[src/rtl/spi_mem_arbiter.sv]
// -----------------------------------------------------------------------------
// spi_mem_arbiter
//
// Shares one SPI memory master command port between NREQ requesters using
// round-robin arbitration. One transaction runs at a time. The command is
// latched at grant and held stable until the master reports completion or
// the watchdog expires. The result is then returned to the granted requester
// with a one-cycle ack.
//
// Ports
//   clk       system clock, rising edge
//   rst       asynchronous active-low reset
//   req       per-requester request (level)
//   req_wr    per-requester command type, 1 = write
//   req_addr  per-requester address, requester i at [8i+7:8i]
//   req_din   per-requester write data, same packing
//   gnt       one-hot grant, high from grant through ack
//   ack       one-hot one-cycle completion pulse
//   rdata     read data for the acked requester (valid with ack, held after)
//   rsp_err   error flag for the acked requester (valid with ack, held after)
//   busy      high whenever the arbiter is not idle
//   err_cnt   saturating count of errored transactions
//   m_start   one-cycle command strobe to the SPI master
//   m_wr, m_addr, m_din   command to the SPI master
//   m_dout, m_done, m_err response from the SPI master
// -----------------------------------------------------------------------------
module spi_mem_arbiter #(
    parameter int NREQ    = 2,
    parameter int TIMEOUT = 1024
) (
    input  logic                clk,
    input  logic                rst,
    input  logic [NREQ-1:0]     req,
    input  logic [NREQ-1:0]     req_wr,
    input  logic [8*NREQ-1:0]   req_addr,
    input  logic [8*NREQ-1:0]   req_din,
    output logic [NREQ-1:0]     gnt,
    output logic [NREQ-1:0]     ack,
    output logic [7:0]          rdata,
    output logic                rsp_err,
    output logic                busy,
    output logic [7:0]          err_cnt,
    output logic                m_start,
    output logic                m_wr,
    output logic [7:0]          m_addr,
    output logic [7:0]          m_din,
    input  logic [7:0]          m_dout,
    input  logic                m_done,
    input  logic                m_err
);

    localparam int TW = $clog2(TIMEOUT + 1);
    localparam int GW = (NREQ > 1) ? $clog2(NREQ) : 1;

    typedef enum logic [1:0] {
        S_IDLE  = 2'd0,
        S_ISSUE = 2'd1,
        S_WAIT  = 2'd2,
        S_RESP  = 2'd3
    } state_t;

    state_t             state_q, state_d;
    logic [NREQ-1:0]    gnt_q, gnt_d;
    logic [GW-1:0]      sel_q, sel_d;
    logic [GW-1:0]      last_q, last_d;
    logic               m_wr_q, m_wr_d;
    logic [7:0]         m_addr_q, m_addr_d;
    logic [7:0]         m_din_q, m_din_d;
    logic [TW-1:0]      timer_q, timer_d;
    logic [7:0]         rdata_q, rdata_d;
    logic               rsp_err_q, rsp_err_d;
    logic [7:0]         err_cnt_q, err_cnt_d;

    // Unpacked views of the per-requester command fields
    logic [7:0] addr_a [NREQ];
    logic [7:0] din_a  [NREQ];

    genvar gi;
    generate
        for (gi = 0; gi < NREQ; gi++) begin : g_unpack
            assign addr_a[gi] = req_addr[8*gi +: 8];
            assign din_a[gi]  = req_din[8*gi +: 8];
        end
    endgenerate

    // Round-robin pick: nearest set bit above last_q, wrapping around.
    // Offsets are scanned from farthest to nearest so the nearest one wins.
    logic           pick_valid;
    logic [GW-1:0]  pick_idx;

    always_comb begin
        int c;
        pick_valid = 1'b0;
        pick_idx   = '0;
        c          = 0;
        for (int k = NREQ; k >= 1; k--) begin
            c = int'(last_q) + k;
            if (c >= NREQ) begin
                c = c - NREQ;
            end
            if (req[c]) begin
                pick_valid = 1'b1;
                pick_idx   = GW'(c);
            end
        end
    end

    always_comb begin
        state_d   = state_q;
        gnt_d     = gnt_q;
        sel_d     = sel_q;
        last_d    = last_q;
        m_wr_d    = m_wr_q;
        m_addr_d  = m_addr_q;
        m_din_d   = m_din_q;
        timer_d   = timer_q;
        rdata_d   = rdata_q;
        rsp_err_d = rsp_err_q;
        err_cnt_d = err_cnt_q;

        case (state_q)
            S_IDLE: begin
                if (pick_valid) begin
                    gnt_d           = '0;
                    gnt_d[pick_idx] = 1'b1;
                    sel_d           = pick_idx;
                    m_wr_d          = req_wr[pick_idx];
                    m_addr_d        = addr_a[pick_idx];
                    m_din_d         = din_a[pick_idx];
                    state_d         = S_ISSUE;
                end
            end
            S_ISSUE: begin
                timer_d = '0;
                state_d = S_WAIT;
            end
            S_WAIT: begin
                timer_d = timer_q + TW'(1);
                // A completion arriving on the last allowed cycle beats the watchdog
                if (m_done) begin
                    rdata_d   = m_wr_q ? 8'h00 : m_dout;
                    rsp_err_d = m_err;
                    state_d   = S_RESP;
                end else if (timer_q == TW'(TIMEOUT - 1)) begin
                    rdata_d   = 8'h00;
                    rsp_err_d = 1'b1;
                    state_d   = S_RESP;
                end
            end
            S_RESP: begin
                if (rsp_err_q && (err_cnt_q != 8'hFF)) begin
                    err_cnt_d = err_cnt_q + 8'd1;
                end
                last_d  = sel_q;
                gnt_d   = '0;
                state_d = S_IDLE;
            end
            default: begin
                state_d = S_IDLE;
            end
        endcase
    end

    always_ff @(posedge clk or negedge rst) begin
        if (!rst) begin
            state_q   <= S_IDLE;
            gnt_q     <= '0;
            sel_q     <= '0;
            last_q    <= GW'(NREQ - 1);
            m_wr_q    <= 1'b0;
            m_addr_q  <= 8'h00;
            m_din_q   <= 8'h00;
            timer_q   <= '0;
            rdata_q   <= 8'h00;
            rsp_err_q <= 1'b0;
            err_cnt_q <= 8'h00;
        end else begin
            state_q   <= state_d;
            gnt_q     <= gnt_d;
            sel_q     <= sel_d;
            last_q    <= last_d;
            m_wr_q    <= m_wr_d;
            m_addr_q  <= m_addr_d;
            m_din_q   <= m_din_d;
            timer_q   <= timer_d;
            rdata_q   <= rdata_d;
            rsp_err_q <= rsp_err_d;
            err_cnt_q <= err_cnt_d;
        end
    end

    assign gnt     = gnt_q;
    assign ack     = (state_q == S_RESP) ? gnt_q : '0;
    assign rdata   = rdata_q;
    assign rsp_err = rsp_err_q;
    assign busy    = (state_q != S_IDLE);
    assign err_cnt = err_cnt_q;
    assign m_start = (state_q == S_ISSUE);
    assign m_wr    = m_wr_q;
    assign m_addr  = m_addr_q;
    assign m_din   = m_din_q;

endmodule

[config.mk]
export PLATFORM = sky130hd
export DESIGN_NAME = spi_mem_arbiter
export DESIGN_NICKNAME = d
export VERILOG_FILES = /design/src/rtl/spi_mem_arbiter.sv
export SDC_FILE = /design/constraint.sdc
export NUM_CORES = 1
export LEC_CHECK = 0
export CORE_MARGIN = 2
export CORE_UTILIZATION = 62
export CTS_CLUSTER_SIZE = 16
export DETAILED_ROUTE_END_ITERATION = 16
export DONT_BUFFER_PORTS = 1
export GPL_TIMING_DRIVEN = 0
export PLACE_DENSITY_LB_ADDON = 0.05
export SLEW_MARGIN = 25
export SYNTH_ARGS = -nofsm -noshare
export SYNTH_HDL_FRONTEND = slang
export SYNTH_SLANG_ARGS = --single-unit
[constraint.sdc]
create_clock -name clk -period 2.45 [get_ports clk]
set_input_delay 0.49 -clock clk [delete_from_list [all_inputs] [get_ports clk]]
set_output_delay 0.49 -clock clk [all_outputs]
set_load 0.01 [all_outputs]
# Word-level counts from Yosys, hierarchy flattened
# Cells that the tools add are included.
# Widths: inputs -> output; s select.
# word_totals
regBits	51
in_bits	48
out_inout_bits	40
elab_cells	79
# op_classes
add_sub_neg	6
n_lt_le_gt_ge	7
n_eq_ne	7
n_mux	35
bitwise_logic	1
reduce_logical	12
# ops
op	n
$mux 8	9
$lt 32x3->1 const B	2
$mux 32	2
$pmux 11 s2	1
$mux 1	15
$add 11x1->11 const B	1
$eq 11x10->1 const B	1
$mux 2	5
$reduce_and 2->1	5
$add 8x1->8 const B	1
$ne 8x8->1 const B	1
$pmux 2 s4	1
$reduce_bool 2->1	4
$eq 2x2->1 const B	2
$ge 2x2->1 const B	2
$pmux 2 s2	1
$sub 3x2->4 const B	1
$add 1x2->3 const B	1
$ge 3x2->1 const B	1
$ne 3x3->1 const B	1
$sub 2x2->3 const B	1
$add 1x1->2 const B	1
$eq 2x1->1 const B	1
$logic_and 1x1->1	2
other kinds (6)	6

# Longest topological paths before layout
# Gate-level depths: netlist (run 1).
# logic_depth
word_depth	14
mapped_depth	7
mapped_depth_nobuf	6

# Worst setup path before layout (run 1)
# Ideal clock, no wire load.
# synth_timing
kind	reg-to-reg
start	reg state_q[0]
end	reg rdata_q[0], in the netlist rdata[0]
setup_ps	66
t_arrival_ps	1696
t_required_ps	2384
path_slack_ps	688
path_stages_with_launch	7
path_buffers	1
period_less_slack_ps	1762
cell_sequence	dfrtp_1 inv_1 ha_1 clkbuf_1 inv_1 nor3_1 a22o_1
# synth_via
elab_chain_len	2
# synth_rtl
item	line	rtl
from (decl)	62	state_t state_q, state_d;
from (signal assigned)	178	state_q <= state_d;
$eq 2x2->1	121	case (state_q)
$reduce_and 2->1 (no line)	-	
to (signal assigned)	186	rdata_q <= rdata_d;
to (decl)	70	logic [7:0] rdata_q, rdata_d;
# No other way between the ends.
# A chain may end at the register's enable or synchronous reset.

# Final worst setup path (run 1)
# layout_timing
start	reg state_q[0]
end	reg rdata_q[2], in the netlist rdata[2]
# Same word-level chain as after synthesis.

==> results by group, run 1 <==
Die
  • Die H: 66.3 µm
  • Initial Utilization: 65.3%
  • Area of the die: 4400 µm²
  • Num rows: 22
  • Die X-Extent: 66.3 µm
  • IO Pins: 88
  • Core Region: 3690 µm²

CTS
  • Longest Clk Path Bufs: 2
  • TritonCTS Sinks: 51
  • Clock transition at path regs: 90 ps
  • Clock Latency Late Sink: 300 ps
  • CTS buffer count: 5
  • Post-CTS Repair Setup Buffers: 0
  • Htree depth: 2
  • Root Buffer: clkbuf_8
  • CTS tree: done

Yosys
  • Post-Syn Nets: 284
  • Synth Register Bits: 51
  • Synthesized area per cell: 10.5 µm²
  • Number of flops mapped to enable cells by yosys: 0
  • Cells after Synth: 229
  • Synthesis Warnings: 0
  • Sequential share of the synthesized area: 53.0%
  • Ys flop type: dfrtp_1
  • Post-synth ARST share: 100%
  • Yosys cell types: 36
  • Synth Cell Area: 2410 µm²

Job
  • MaxCap Viol Count: 0

Setup path
  • FF-to-FF End: rdata[2]
  • Worst EP arrival: 2400 ps
  • Critical path startpoint category: flop
  • Worst path required time: 2690 ps
  • CP max FO: 8
  • CP Capture Type: flop
  • Flop2flop setup slack: 290 ps
  • Reg2reg path depth: 6
  • Worst Path Class, Setup: flop to flop
  • R2R Path Start: state_q[0]

Worst hold path
  • Hold Path Class: primary input to asynchronous set/reset pin

Detailed routing
  • Vias: 1709
  • WL final: 4.81 mm
  • Initial DRC count: 82
  • Vias/cell: 5.98
  • Per-cell routed wire length: 16.8 µm
  • DRC Markers: 0
  • Drt pass-1 iters: 4
  • Routed Antenna Nets: 0

Global routing
  • GR Util met3: 8.35%
  • Gr busiest metal: met2
  • First-pass GRT wire length: 7.97 mm
  • Vias in the first global route: 1813
  • GRT overflow: 0
  • Largest net degree at the start of global routing: 51
  • Initial antenna violation count: 0
  • GR Layer Usage met2: 41.6%
  • Gr usage total: 24.5%
  • Met1 GRT Util: 27.3%

STA
  • Final WS setup: 288 ps
  • Worst-Margin Slew: 841 ps
  • Final Max Tran Viols: 0
  • RSZ-0062 raised after global routing: no
  • Final setup violation count: 0
  • Max_slew headroom: 43.5%
  • Part of the cycle the worst path needs: 88.2%
  • Clk_skew: 3.27 ps
  • Setup TNS: 0 ps
  • Final hold violations: 0
  • Maximum clock frequency: 463 MHz
  • Min Tclk post-route: 2160 ps

Finish
  • Layout cells sized above 1: 8.40%
  • Nets: 292
  • # fillers: 279
  • # diodes: 0
  • Area grow syn2layout: 9.14%

Outcome
  • Status: finished clean

Power
  • Clock power share: 21.6%
  • Seq pwr share: 49.5%
  • Internal power: 0.00192 W
  • Power per cell area: 1180 nW/µm²
  • Gate power share: 29.0%
  • Static leakage: 1.23 nW
  • Worst VDD drop: 0.000772 V
  • Psw: 0.00118 W
  • Switching share of power: 38.0%

Place
  • GP Congestion: 0.761
  • IO Port Bufs: 0
  • Pre-CTS WS: 313 ps
  • DP Wirelength: 3.67 mm
## registers in the layout (all words and copies together), names as in the netlist
name,flops
timer_q,11
err_cnt,8
m_addr,8
m_din,8
rdata,8
gnt,2
state_q,2
last_q,1
m_wr,1
rsp_err,1
sel_q,1
## final cells by class
class,count,area (µm²),area share [%]
tap,48,60.1,2.28
inverter,9,33.8,1.28
multi-input combinational,159,1050,40.0
sequential,51,1280,48.6
clock inverter,2,60.1,2.28
buffer,10,47.5,1.81
clock buffer,6,72.6,2.76
timing repair buffer,1,27.5,1.05
## metal layers
metal	wire, µm	part of all wire (%)
met1	1840	38
met3	300	6.2
met4	113	2.3
met5	0	0
met2	2560	53
## synthesized netlist by cell type (all sizes together) (6+ instances only)
master	number	area share [%]
dfrtp	50	52
nand2	30	4.7
o21ai	25	5.2
mux2i	19	7.9
nand3	12	2.5
a22o	9	3.3
inv	9	1.4
nor2	8	1.2
clkbuf	7	1.1
ha	7	3.6
nor3	6	1.2
## kinds of logic after synthesis
group	synth area share, %
flops	53.0
mux	10.2
buf+inv	3.37
compound gates	11.5
xor+xnor	2.91
simple gates	15.3
fa+ha+maj	3.63
## power by group through the flow
stage / clock network [W] / registers, W / logic (W)
2_1_floorplan: 0 / 0.00147 / 0.000707
3_3_place_gp: 0 / 0.00153 / 0.000823
3_5_place_dp: 0 / 0.00155 / 0.000891
4_1_cts: 0.000678 / 0.00154 / 0.000907
5_1_grt: 0.000726 / 0.00158 / 0.00103
6_report: 0.000669 / 0.00153 / 0.000899
## worst max-delay path by stage
stage / startpoint / end / depth (start not counted) / slack, ps
after floorplan: state_q[0] / rdata[0] / 6 / 690
after global placement: state_q[0] / rdata[1] / 6 / 480
after detailed placement: state_q[0] / rdata[2] / 6 / 310
after CTS: state_q[0] / rdata[2] / 6 / 290
after global routing: state_q[0] / rdata[3] / 6 / 90
final: state_q[0] / rdata[2] / 6 / 290
## timing repair
action | in CTS | in global routing
hold buffers | 1 | 0
resized for setup | 0 | 0
setup endpoints to repair | 0 | 0
hold endpoints to repair | 50 | 0
## per-stage QoR
stage / instances / cell area (µm²) / utilization, % / hold WS [ps] / power, W
final: 286 / 2630 / 71.3 / 26.9 / 0.00310
after global routing: 286 / 2630 / 71.3 / 0.115 / 0.00333
after CTS: 286 / 2630 / 71.3 / 20.2 / 0.00312
after detailed placement: 277 / 2470 / 67.0 / 195 / 0.00244
after global placement: 277 / 2470 / 67.0 / 196 / 0.00235
after floorplan: 229 / 2410 / - / 194 / 0.00217
## layout by cell type (no fill, tap or decap), drive strengths merged, types with 4 or more instances in the layout
master and n:
nand2 30, dfrtp 50, a22o 9, inv 9, mux2i 19, buf 4
a21oi 4, mux2 5, nor2 8, nor3 6, clkbuf 13, nand3 12
o21ai 25, ha 7, nand4 4, and3 5, xor2 5
## critical path, cell delays in order, from the launching register on
cell,delay (ps)
dfrtp_1,420
inv_1,120
ha_1,150
clkbuf_1,270
inv_1,140
nor3_1,720
a22o_1,270
Power figures use the tool's default switching activity.
==> inputs of run 2 (changes only) <==
REMOVE_ABC_BUFFERS = 1   (was default)
==> run 2 against run 1 <==
Die area stayed put. Sequential power barely moved. Worst setup slack gained 84 ps. Via count shrank 1.9%. Clock power is 27% lower. Critical path depth down 1. Core utilization down 1.7 points. Worst hold slack lost 3.0 ps.
==> results by group, run 2 (synthesis results as in run 1) <==
Die
  • Initial Utilization: 65.3%
  • Num rows: 22
  • IO Pins: 88
  • Core Region: 3690 µm²
  • Die H: 66.3 µm
  • Area of the die: 4400 µm²
  • Die X-Extent: 66.3 µm

STA
  • Worst-Margin Slew: 868 ps
  • Final Max Tran Viols: 0
  • Max_slew headroom: 41.7%
  • Final hold violations: 0
  • Maximum clock frequency: 481 MHz
  • Final setup violation count: 0
  • Min Tclk post-route: 2080 ps
  • Clk_skew: 9.49 ps
  • Final WS setup: 372 ps
  • Part of the cycle the worst path needs: 84.8%
  • RSZ-0062 raised after global routing: no

Power
  • Gate power share: 30.1%
  • Power per cell area: 1130 nW/µm²
  • Clock power share: 16.9%
  • Static leakage: 1.20 nW
  • Switching share of power: 40.1%
  • Worst VDD drop: 0.000769 V
  • Total power: 0.00290 W
  • Internal power: 0.00174 W
  • Psw: 0.00116 W
  • Seq pwr share: 53.0%

Detailed routing
  • Vias: 1677
  • Initial DRC count: 79
  • DRC Markers: 0
  • Routed Antenna Nets: 0
  • Per-cell routed wire length: 17.1 µm
  • WL final: 4.75 mm
  • Drt pass-1 iters: 4
  • Vias/cell: 6.05

Place
  • Pre-CTS WS: 408 ps
  • IO Port Bufs: 0
  • Placed cell count: 268
  • DP Area: 2450 µm²
  • DP Wirelength: 3.47 mm
  • GP Congestion: 0.744

CTS
  • CTS tree: done
  • CTS buffer count: 5
  • Root Buffer: clkbuf_8
  • Clock Latency Late Sink: 310 ps
  • Longest Clk Path Bufs: 2
  • Htree depth: 2
  • TritonCTS Sinks: 51
  • Clock transition at path regs: 90 ps
  • Post-CTS Resized: 0

Finish
  • Max reg flops: 11
  • Finished Cell Area: 2570 µm²
  • Nets: 283
  • Layout cells sized above 1: 8.73%
  • Most flop-heavy register: timer_q
  • Area grow syn2layout: 6.54%
  • Most frequent cells in the layout: dfrtp_1, nand2_1, o21ai_0, mux2i_1, nand3_1
  • Most common cell after layout, fill and taps aside: dfrtp_1
  • Fin cells: 277
  • # diodes: 0

Worst hold path
  • Hold Path Class: primary input to asynchronous set/reset pin

Global routing
  • First-pass GRT wire length: 7.51 mm
  • Gr usage total: 22.9%
  • GRT overflow: 0
  • Vias in the first global route: 1711
  • Initial antenna violation count: 0
  • Largest net degree at the start of global routing: 51

Setup path
  • Worst path required time: 2700 ps
  • Worst EP arrival: 2320 ps
  • Worst Path Class, Setup: flop to flop
  • Critical path startpoint category: flop
  • CP max FO: 8
  • CP Capture Type: flop

Job
  • MaxCap Viol Count: 0

Outcome
  • Status: finished clean
run 2: cell count changes in the layout (fill, tap and decap cells not counted), sizes merged:
cell / before / now
clkinv: 0 / 1
buf: 4 / 2
clkbuf: 13 / 7
bufinv: 2 / 0
run 2: timing repair:
item	in CTS	in global routing
buffers inserted	0	0
endpoints found under the setup margin	0	0
hold buffers	1	0
endpoints found under the hold margin	50	0
run 2: worst paths after layout:
check | slack, ps | cells after the start | endpoint | startpoint
max | 370 | 5 | rdata[3] | state_q[0]
min | 20 | 0 | last_q | rst
max reg2reg | 370 | 5 | rdata[3] | state_q[0]
min reg2reg | 530 | 1 | sel_q | sel_q
max in group asynchronous | 2200 | 1 | m_din[7] | rst
min in group clk | 320 | 1 | rdata[1] | m_dout[1]
run 2: critical path: stages (launching register included):
cell and delay, ps:
dfrtp_1 430, inv_1 120, ha_1 320, inv_1 140, nor3_1 740, a22o_1 280
run 2: routing by layer:
metal | up-vias | global-route usage (%) | share of wire, %
met1 | 818 | 25.9 | 38
met4 | 0 | 10.2 | 2.0
met5 | - | 0 | 0
met3 | 10 | 6.30 | 6.0
met2 | 53 | 39.9 | 54
li1 | 796 | - | -
run 2: through the flow:
stage	TNS (ps)	utilization, %	hold slack, ps
after floorplan	-9930	-	194
after global placement	-17610	65.7	196
after detailed placement	0	66.4	196
after CTS	0	69.6	20.0
after global routing	0	69.6	11.7
final	0	69.6	23.9
run 2: cell type report:
| type | instances | area (µm²) |
|---|---|---|
| sequential | 51 | 1280 |
| fill | 278 | 1120 |
| clock inverter | 1 | 5.00 |
| clock buffer | 7 | 86.3 |
| tap | 48 | 60.1 |
| timing repair buffer | 2 | 38.8 |
| multi-input combinational | 159 | 1070 |
| inverter | 9 | 33.8 |
run 2: power by group through the flow:
stage / registers [W] / logic, W / clock network, W
floorplan: 0.00147 / 0.000678 / 0
global placement: 0.00153 / 0.000781 / 0
detailed placement: 0.00155 / 0.000862 / 0
CTS: 0.00154 / 0.000884 / 0.000495
global route: 0.00158 / 0.00101 / 0.000524
finish: 0.00154 / 0.000874 / 0.000490
==> inputs of run 3 (changes only) <==
CORE_UTILIZATION = 56   (was 62)
clock period = 1.7 ns   (was 2.45 ns; I/O delays follow)
==> run 3 against run 2 <==
The run now ends with setup timing left. Flip-flop and latch count unchanged. Via count grew 3.0%. Cell area increased by 11%. Cell count is 6.5% higher. First-iteration DRC count down 23%. Clock-buffer cell count decreased by 1. Clock skew is 2.0 ps higher. Die area grew 10%. Critical path type unchanged. Routed wire length is 3.9% higher. Critical path depth decreased by 1. Register-to-register slack worse by 420 ps.
==> results by group, run 3 (synthesis results as in run 1) <==
Outcome
  • Status: finished with violations
  • Failing checks: setup timing

Die
  • Die H: 69.6 µm
  • Num rows: 23
  • Initial Utilization: 59.4%
  • IO Pins: 88
  • Die X-Extent: 69.6 µm
  • Area of the die: 4840 µm²
  • Core Region: 4060 µm²

Finish
  • # diodes: 0
  • Layout cells sized above 1: 20.0%
  • Area grow syn2layout: 18.2%
  • Most flop-heavy register: timer_q
  • Nets: 299
  • Most common cell after layout, fill and taps aside: dfrtp_1
  • Most frequent cells in the layout: dfrtp_1, nand2_1, o21ai_0, mux2i_1, buf_4
  • Max reg flops: 11

Detailed routing
  • Vias/cell: 5.85
  • Vias: 1727
  • DRC Markers: 0
  • Routed Antenna Nets: 0
  • Per-cell routed wire length: 16.7 µm
  • Drt pass-1 iters: 4
  • Initial DRC count: 61
  • WL final: 4.93 mm

Global routing
  • Largest net degree at the start of global routing: 52
  • First-pass GRT wire length: 8.14 mm
  • Initial antenna violation count: 0
  • Gr usage total: 21.0%
  • GRT overflow: 0
  • Vias in the first global route: 1748

Setup path
  • Worst-path cell chain: nand4_4 -> or4_4 -> a31oi_4 -> mux2_4
  • Critical path's largest stage delay: 580 ps
  • FF-to-FF End: state_q[1]
  • Critical path startpoint category: flop
  • Worst EP arrival: 1950 ps
  • CP Capture Type: flop
  • Worst path slowest cell: or4_4
  • Reg2reg path depth: 4
  • Worst Path Class, Setup: flop to flop
  • Worst path required time: 1900 ps
  • CP max FO: 5
  • R2R Path Start: timer_q[4]
  • Flop2flop setup slack: -50 ps

STA
  • RSZ-0062 raised after global routing: yes
  • Maximum clock frequency: 573 MHz
  • Final Max Tran Viols: 0
  • Hold_ws: 165 ps
  • Final setup violation count: 1
  • Final WS setup: -46.5 ps
  • Max_slew headroom: 48.6%
  • Part of the cycle the worst path needs: 103%
  • Clk_skew: 11.5 ps
  • Worst-Margin Slew: 769 ps
  • Min Tclk post-route: 1750 ps
  • Final hold violations: 0

Worst hold path
  • Hold path cells: 1
  • Hold Path Class: primary input to flop
  • Hold Path Origin: m_dout[3]
  • Hold EP: rdata[3]

Job
  • MaxCap Viol Count: 0

Power
  • Worst VDD drop: 0.000893 V
  • Total power: 0.00480 W
  • Power per cell area: 1680 nW/µm²
  • Static leakage: 1.31 nW

CTS
  • Clock Latency Late Sink: 310 ps
  • Clock transition at path regs: 90 ps
  • CTS tree: done
  • Root Buffer: clkbuf_8
  • Htree depth: 2
  • Longest Clk Path Bufs: 2
  • CTS buffer count: 5
  • TritonCTS Sinks: 51

Place
  • DP Wirelength: 3.30 mm
  • GP Congestion: 0.772
  • IO Port Bufs: 0
-- run 3: where the power goes --
part	internal [W]	switching (W)	total (W)	leakage, nW
sequential	0.00166	0.000562	0.00222	0.652
combinational	0.000770	0.000837	0.00161	0.595
clock	0.000588	0.000383	0.000971	0.0654
total	0.00302	0.00178	0.00480	1.31
-- run 3: worst max path at each step --
stage                           from          to
after floorplan               req[1]   m_addr[0]
after global placement        req[1]    m_din[6]
after detailed placement  state_q[0]    rdata[7]
after CTS                 timer_q[1]  state_q[1]
after global routing      timer_q[4]  state_q[1]
final                     timer_q[4]  state_q[1]
-- run 3: worst max-delay path, delay by kind of cell, from the launching register on --
| kind | cells | cell delay [ps] |
|---|---|---|
| flip-flops | 1 | 410 |
| AO/OA/AOI/OAI | 1 | 210 |
| multiplexers | 1 | 310 |
| AND/OR/NAND/NOR | 2 | 710 |
-- run 3: per-layer routing --
| metal | part of all wire, % | global-route usage, % | routed length, µm | vias up |
|---|---|---|---|---|
| li1 | - | - | - | 826 |
| met1 | 42 | 24.6 | 2060 | 846 |
| met2 | 52 | 36.3 | 2540 | 48 |
| met3 | 5.5 | 6.69 | 273 | 7 |
| met4 | 1.1 | 6.97 | 55 | 0 |
| met5 | 0 | 0 | 0 | - |
-- run 3: final cells by class --
type                       count  area (µm²)
fill                         291        1210
tap                           50        62.6
multi-input combinational    160        1190
inverter                       9        33.8
timing repair buffer          17         154
clock inverter                 2        60.1
sequential                    51        1280
clock buffer                   6        72.6
-- run 3: repair_timing --
action,4_1_cts,5_1_grt
pin swaps,2,5
resized for setup,16,7
hold buffers,2,0
gates cloned,0,1
endpoints found under the hold margin,51,0
endpoints found under the setup margin,18,19
buffers inserted,7,7
-- run 3: metrics by stage --
stage | area, µm² | setup slack (ps) | std cells | util (%) | setup TNS [ps]
5_1_grt | 2850 | -77.1 | 295 | 70.2 | -154
6_report | 2850 | -46.5 | 295 | 70.2 | -46.5
3_3_place_gp | 2420 | -1570 | 269 | 59.8 | -30810
2_1_floorplan | 2360 | -1140 | 219 | - | -21380
3_5_place_dp | 2450 | -298 | 270 | 60.4 | -2780
4_1_cts | 2750 | -27.8 | 287 | 67.8 | -129
